<file path="src/rtl/uart_rx_cmd_pkg.sv">
// uart_rx_cmd_pkg: shared sequencer widths, ASCII constants and hex helpers
package uart_rx_cmd_pkg;
  localparam int seq_dp_width = 8;
  localparam logic [7:0] asc_r = 8'h52;
  localparam logic [7:0] asc_r_lc = 8'h72;
  localparam logic [7:0] asc_colon = 8'h3A;
  localparam logic [7:0] asc_cr = 8'h0D;
  localparam logic [7:0] asc_lf = 8'h0A;
  function automatic logic [7:0] fnNib2ASCII(input logic [3:0] n);
    return (n < 4'd10) ? {4'h3, n} : 8'h37 + {4'h0, n};
  endfunction
  function automatic logic fnIsHex(input logic [7:0] c);
    return (c >= 8'h30 && c <= 8'h39) || (c >= 8'h41 && c <= 8'h46) || (c >= 8'h61 && c <= 8'h66);
  endfunction
  function automatic logic [3:0] fnASCII2Nib(input logic [7:0] c);
    return (c <= 8'h39) ? c[3:0] : c[3:0] + 4'd9;
  endfunction
endpackage

</file>
<file path="src/rtl/uart_rx_cmd.sv">
// uart_rx_cmd: parses "R<n>:<hex>" lines from the UART receiver into register-write commands
module uart_rx_cmd
  import uart_rx_cmd_pkg::*;
#(
  parameter int dp_width = seq_dp_width,
  parameter int num_nib = dp_width / 4
) (
  input  logic                clk,
  input  logic                rst,
  input  logic [7:0]          i_rx_data,
  input  logic                i_rx_valid,
  output logic [1:0]          o_cmd_regnum,
  output logic [dp_width-1:0] o_cmd_data,
  output logic                o_cmd_stb,
  output logic                o_err,
  output logic                o_busy
);
  localparam int cw = $clog2(num_nib + 1);
  localparam logic [cw-1:0] max_cnt = cw'(num_nib);
  typedef enum logic [2:0] {stIdle, stRegNum, stColon, stHex, stErr} state_t;
  state_t state, state_n;
  logic [dp_width-1:0] acc, acc_n;
  logic [cw-1:0] cnt, cnt_n;
  logic [1:0] reg_q, reg_n;
  logic stb_n, err_n;
  logic is_term, is_r, is_reg, is_hex;
  assign is_term = (i_rx_data == asc_cr) || (i_rx_data == asc_lf);
  assign is_r = (i_rx_data == asc_r) || (i_rx_data == asc_r_lc);
  assign is_reg = (i_rx_data >= 8'h30) && (i_rx_data <= 8'h33);
  assign is_hex = fnIsHex(i_rx_data);
  assign o_busy = state != stIdle;
  always_comb begin
    state_n = state;
    acc_n = acc;
    cnt_n = cnt;
    reg_n = reg_q;
    stb_n = 1'b0;
    err_n = 1'b0;
    if (i_rx_valid) begin
      case (state)
        stIdle: begin
          if (is_r) state_n = stRegNum;
          else if (!is_term) begin
            state_n = stErr;
            err_n = 1'b1;
          end
        end
        stRegNum: begin
          if (is_reg) begin
            reg_n = i_rx_data[1:0];
            state_n = stColon;
          end else begin
            state_n = is_term ? stIdle : stErr;
            err_n = 1'b1;
          end
        end
        stColon: begin
          if (i_rx_data == asc_colon) begin
            state_n = stHex;
            acc_n = '0;
            cnt_n = '0;
          end else begin
            state_n = is_term ? stIdle : stErr;
            err_n = 1'b1;
          end
        end
        stHex: begin
          if (is_hex && cnt != max_cnt) begin
            acc_n = dp_width'({acc, fnASCII2Nib(i_rx_data)});
            cnt_n = cnt + 1'b1;
          end else if (is_term && cnt != '0) begin
            state_n = stIdle;
            stb_n = 1'b1;
          end else begin
            state_n = is_term ? stIdle : stErr;
            err_n = 1'b1;
          end
        end
        stErr: state_n = is_term ? stIdle : stErr;
        default: state_n = stIdle;
      endcase
    end
  end
  always_ff @(posedge clk) begin
    if (rst) begin
      state <= stIdle;
      acc <= '0;
      cnt <= '0;
      reg_q <= '0;
      o_cmd_stb <= 1'b0;
      o_err <= 1'b0;
      o_cmd_data <= '0;
      o_cmd_regnum <= '0;
    end else begin
      state <= state_n;
      acc <= acc_n;
      cnt <= cnt_n;
      reg_q <= reg_n;
      o_cmd_stb <= stb_n;
      o_err <= err_n;
      if (stb_n) begin
        o_cmd_data <= acc;
        o_cmd_regnum <= reg_q;
      end
    end
  end
endmodule
</file>
<file path="config.mk">
export PLATFORM = sky130hd
export DESIGN_NAME = uart_rx_cmd
export DESIGN_NICKNAME = d
export VERILOG_FILES = /design/src/rtl/uart_rx_cmd_pkg.sv /design/src/rtl/uart_rx_cmd.sv
export SDC_FILE = /design/constraint.sdc
export NUM_CORES = 1
export LEC_CHECK = 0
export BUFFER_PORTS_ARGS = -buffer_cell sky130_fd_sc_hd__buf_2
export CORE_MARGIN = 2
export CORE_UTILIZATION = 25
export DETAILED_ROUTE_END_ITERATION = 10
export PLACE_DENSITY = 0.39
export SLEW_MARGIN = 25
export SYNTH_ARGS = -nofsm -noshare
export SYNTH_HDL_FRONTEND = slang
export SYNTH_SLANG_ARGS = --single-unit
</file>
<file path="constraint.sdc">
create_clock -name clk -period 2.4 [get_ports clk]
set_input_delay 0 -clock clk [delete_from_list [all_inputs] [get_ports clk]]
set_output_delay 0 -clock clk [all_outputs]
set_load 0.02 [all_outputs]
</file>
# [Word level (Yosys, flattened, before mapping)]
# Index checks and enable logic that the tools add are counted.
[word_totals] regBits=27 latch_bits=0 ramBits=0 romBits=0 input_bits=11 output_inout_bits=13 word_cells=76 n_memories=0
[op_classes] n_addsub=2 mul=0 n_div=0 magnitude_cmp=7 eq_ne=14 shifts=0 muxes=26 bitwise_logic=1 n_reduce_logical=18
[ops] op="$mux 3" count=7
[ops] op="$eq 8x4->1 const B" count=2
[ops] op="$eq 8x7->1 const B" count=2
[ops] op="$ge 8x7->1 const B" count=2
[ops] op="$le 8x6->1 const B" count=2
[ops] op="$le 8x7->1 const B" count=2
[ops] op="$mux 8" count=2
[ops] op="$pmux 8 s2" count=1
[ops] op="$pmux 3 s5" count=1
[ops] op="$mux 1" count=10
[ops] op="$eq 8x6->1 const B" count=1
[ops] op="$ge 8x6->1 const B" count=1
[ops] op="$ne 2x2->1 const B" count=4
[ops] op="$eq 3x2->1 const B" count=2
[ops] op="$logic_and 1x1->1" count=6
[ops] op="$reduce_and 3->1" count=2
[ops] op="$add 4x4->4 const B" count=1
[ops] op="$logic_or 1x1->1" count=4
[ops] op="$mux 2" count=2
[ops] op="$mux 4" count=1
[ops] op="$pmux 1 s4" count=1
[ops] op="$pmux 2 s2" count=1
[ops] op="$reduce_and 4->1" count=1
[ops] op="$reduce_bool 2->1" count=2
[ops] op="8 further kinds" count=8

# [Logic depth before layout (Yosys ltp)]
[depth] word_depth=8 ltp_mapped=8 depth_no_buf=7

# [Worst setup path after synthesis]
# Ideal clock, no wire load.
[synth_timing] kind="register to register" from="reg cnt[0]" to="reg acc[2]" setup_ps=123 t_arrival_ps=1752 required_time_ps=2277 setup_slack_ps=524 stages_incl_launch_ff=8 path_buffers=1 synth_period_minus_slack_ps=1876 path_cell_list="dfxtp_1 > inv_1 > ha_1 > a211oi_1 > o21ai_1 > a211oi_2 > buf_6 > mux2_1"
[synth_between] elab_chain_cells=4
[synth_rtl] item="from (decl)" line="uart_rx_cmd.sv:23" source="logic [cw-1:0] cnt, cnt_n;"
[synth_rtl] item="from (signal assigned)" line="uart_rx_cmd.sv:97" source="cnt <= cnt_n;"
[synth_rtl] item="$ne 2x2->1" line="uart_rx_cmd.sv:68" source="if (is_hex && cnt != max_cnt) begin"
[synth_rtl] item="$logic_and 1x1->1" line="uart_rx_cmd.sv:68"
[synth_rtl] item="$ne 2x2->1 (no source line)"
[synth_rtl] item="$reduce_and 4->1 (no source line)"
[synth_rtl] item="to (signal assigned)" line="uart_rx_cmd.sv:96" source="acc <= acc_n;"
[synth_rtl] item="to (decl)" line="uart_rx_cmd.sv:22" source="logic [dp_width-1:0] acc, acc_n;"
# Every way passes these cells.
# A chain may end at the register's enable or synchronous reset.

# [Worst setup path after layout]
[layout_timing] from="reg cnt[0]" to="reg acc[1]"
# The elaborated chain is that of the path after synthesis.

==> impl_metrics.py <==
metrics = {
    "run_status": {
        "status": "complete, no violations",
    },
    "floorplanning": {
        "rows": 28,
        "coreArea_um2": 5960,
        "start_util_pct": 26.0,
        "die-area_um2": 6850,
        "die_h_um": 82.7,
        "ios": 24,
        "die_w_um": 82.7,
    },
    "placed_design": {
        "hpwl_um": 3040,
        "numPortBuffers": 23,
        "dp_slack_ns": 0.132,
        "place_congestion": 0.867,
    },
    "grt": {
        "overflow": 0,
        "grt-busiest-layer": "met2",
        "grt_max_degree": 29,
        "globalRouteMet1Util_pct": 16.3,
        "met2_usage_pct": 21.0,
        "grt_pass1_wl_um": 6770,
        "met3_usage_pct": 2.83,
        "grt_pass1_vias": 1396,
        "antenna_found_initial": 0,
        "grt_usage_pct": 12.9,
    },
    "clock_network": {
        "htree_num_levels": 1,
        "cts_setup_buffers": 0,
        "hold_buffers": 0,
        "cts_buffers": 3,
        "clk_pin_slew_worst_paths_ns": 0.09,
        "clk_latency_ns": 0.28,
        "cts_tree": "built",
        "clock_path_buffers": 2,
        "cts_sinks": 27,
        "post_cts_resized": 0,
        "root_buffer": "clkbuf_8",
    },
    "logic_synthesis": {
        "yosysTopAreaCell": "dfxtp_1",
        "synth_xor_area_share_pct": 0.565,
        "synth_ff_type": "dfxtp_1",
        "synth_seq_cells": 27,
        "synth_top_area_share_pct": 34.9,
        "synth-simple-area-share_pct": 26.4,
        "synth_edf_count": 0,
        "synth.distinct_cells": 46,
        "ys_seq_area_share_pct": 34.9,
        "yosysWarnings": 0,
        "avgSynthCellArea_um2": 8.66,
        "synthCells": 179,
        "synth_compound_area_share_pct": 19.0,
        "synth.net_count": 196,
        "synthTopCellsByArea": "dfxtp_1 35%, mux2i_1 8.4%, ha_1 4.8%",
        "syn-cell-area_um2": 1550,
        "muxShareOfSynthArea_pct": 9.85,
        "async_flop_share_pct": 0,
        "synthAdderAreaFrac_pct": 4.84,
        "synth_top_family_by_area": "simple AND/OR/NAND/NOR gates",
    },
    "flow_run": {
        "drv_cap": 0,
    },
    "routing": {
        "drc_errors": 0,
        "vias": 1441,
        "wl_um": 4080,
        "vias_per_cell": 5.20,
        "avgRoutedWirePerCell_um": 14.7,
        "antenna_left": 0,
        "drt_first_iter_violations": 59,
        "drt_first_pass_iters": 4,
    },
    "worst_setup_path": {
        "crit_arrival_ns": 2.30,
        "critPathKind": "reg2reg",
        "end_kind": "flip-flop",
        "critPathMaxFanout": 9,
        "critical_path_required_ns": 2.60,
        "cp-start-kind": "flip-flop",
    },
    "timing": {
        "slew-limit-headroom_pct": 56.4,
        "skew_ns": 0.0109,
        "worst-slew-pin-transition_ns": 0.637,
        "rsz0062_at_grt": "no",
        "slew_violations": 0,
        "finalSetupViolCount": 0,
        "final.min_clock_period_ns": 2.10,
        "fin_crit_sh_pct": 87.5,
        "tns_ns": 0,
        "hold_viol": 0,
        "max_freq_mhz": 476,
        "layout_setup_ws_ns": 0.299,
    },
    "finish": {
        "postLayoutCoreUtil_pct": 30.3,
        "diodes": 0,
        "syn2layout_area_growth_pct": 16.5,
        "nets": 220,
        "nFillCells": 651,
        "drive_above_1_share_pct": 19.8,
    },
    "power": {
        "leakage_nw": 0.621,
        "cellPowerDensity_nw_per_um2": 440,
        "power_uw": 795,
        "ir_worst_vdd_uv": 236,
    },
    "hold_path": {
        "hold_class": "in2reg",
    },
}
## cell usage after synthesis (2+ instances only)
library cell / number
dfxtp_1: 27
a21oi_1: 14
mux2i_1: 13
nand2_1: 12
nand2b_1: 12
nand3_1: 12
o21ai_1: 10
clkbuf_1: 7
nor3_1: 7
ha_1: 6
inv_1: 5
or3_1: 5
o21ai_0: 4
nor2_1: 3
nor4_1: 3
a2111oi_0: 2
a211oi_1: 2
buf_2: 2
nor3b_1: 2
o211ai_1: 2
o21a_1: 2
o31ai_1: 2
or4_1: 2
## routing by layer
metal	wire (µm)	vias up
met5	0	-
met4	108	0
met3	170	11
met2	1870	43
met1	1930	679
li1	-	708
## where the power goes
group | switching [mW] | total [mW] | internal, mW
Clock | 0.145 | 0.264 | 0.119
Combinational | 0.0499 | 0.0807 | 0.0308
Sequential | 0.000807 | 0.450 | 0.450
Total | 0.195 | 0.795 | 0.600
## final timing paths
check | to | slack (ns) | from | cells past startpoint
max | acc[1]$_SDFFE_PP0P_ | 0.30 | cnt[0]$_SDFFE_PP0P_ | 7
min | reg_q[1]$_SDFFE_PP0P_ | 0.06 | i_rx_data[1] | 3
max reg2reg | acc[1]$_SDFFE_PP0P_ | 0.30 | cnt[0]$_SDFFE_PP0P_ | 7
min reg2reg | cnt[0]$_SDFFE_PP0P_ | 0.48 | cnt[0]$_SDFFE_PP0P_ | 2
## cell usage in the layout, fill, tap and decap left out, drive strengths merged, types with 3 or more instances in the layout
cell type and n:
a211oi 3, dfxtp 27, nand2b 12, nor4 3, nor3 7, clkbuf 4, or3 5, ha 6
nand3 12, o21ai 14, nand2 12, inv 6, nor2 3, buf 29, nor3b 3, mux2i 13
a21oi 14
## state kept, by name, summed over array words and instances (netlist names)
register and cells:
acc 8, reg_q 2, o_cmd_data 8, o_cmd_stb 1, state 3, cnt 2
o_err 1, o_cmd_regnum 2
## worst max-delay path, stage by stage (launching register included)
cell and delay [ns]:
dfxtp_1 0.34, inv_1 0.07, ha_1 0.26, nor4b_4 0.45, o21ai_1 0.15, a211oi_2 0.29, buf_4 0.26, mux2i_1 0.21
## per-stage QoR
step | std cells | hold slack (ns) | area, µm²
3_3_place_gp | 273 | 0.341 | 1760
5_1_grt | 277 | 0.0769 | 1810
4_1_cts | 277 | 0.0675 | 1800
6_report | 277 | 0.0617 | 1810
3_5_place_dp | 273 | 0.353 | 1760
2_1_floorplan | 179 | 0.147 | 1550
## layout make-up
cell class	instances	area (µm²)	share of cell area, %
clock buffer	4	45.0	2.49
sequential	27	541	29.9
tap	75	93.8	5.19
timing repair buffer	29	160	8.86
inverter	6	22.5	1.25
multi-input combinational	136	945	52.3
## cell families after synthesis
group                      Yosys count
AOI/OAI and AO/OA                   47
xor gates and xnor gates             1
adders and majority gates            6
buffers and inverters               16
DFF                                 27
muxes                               15
and+or+nand+nor                     67
(Power assumes the default switching activity.)
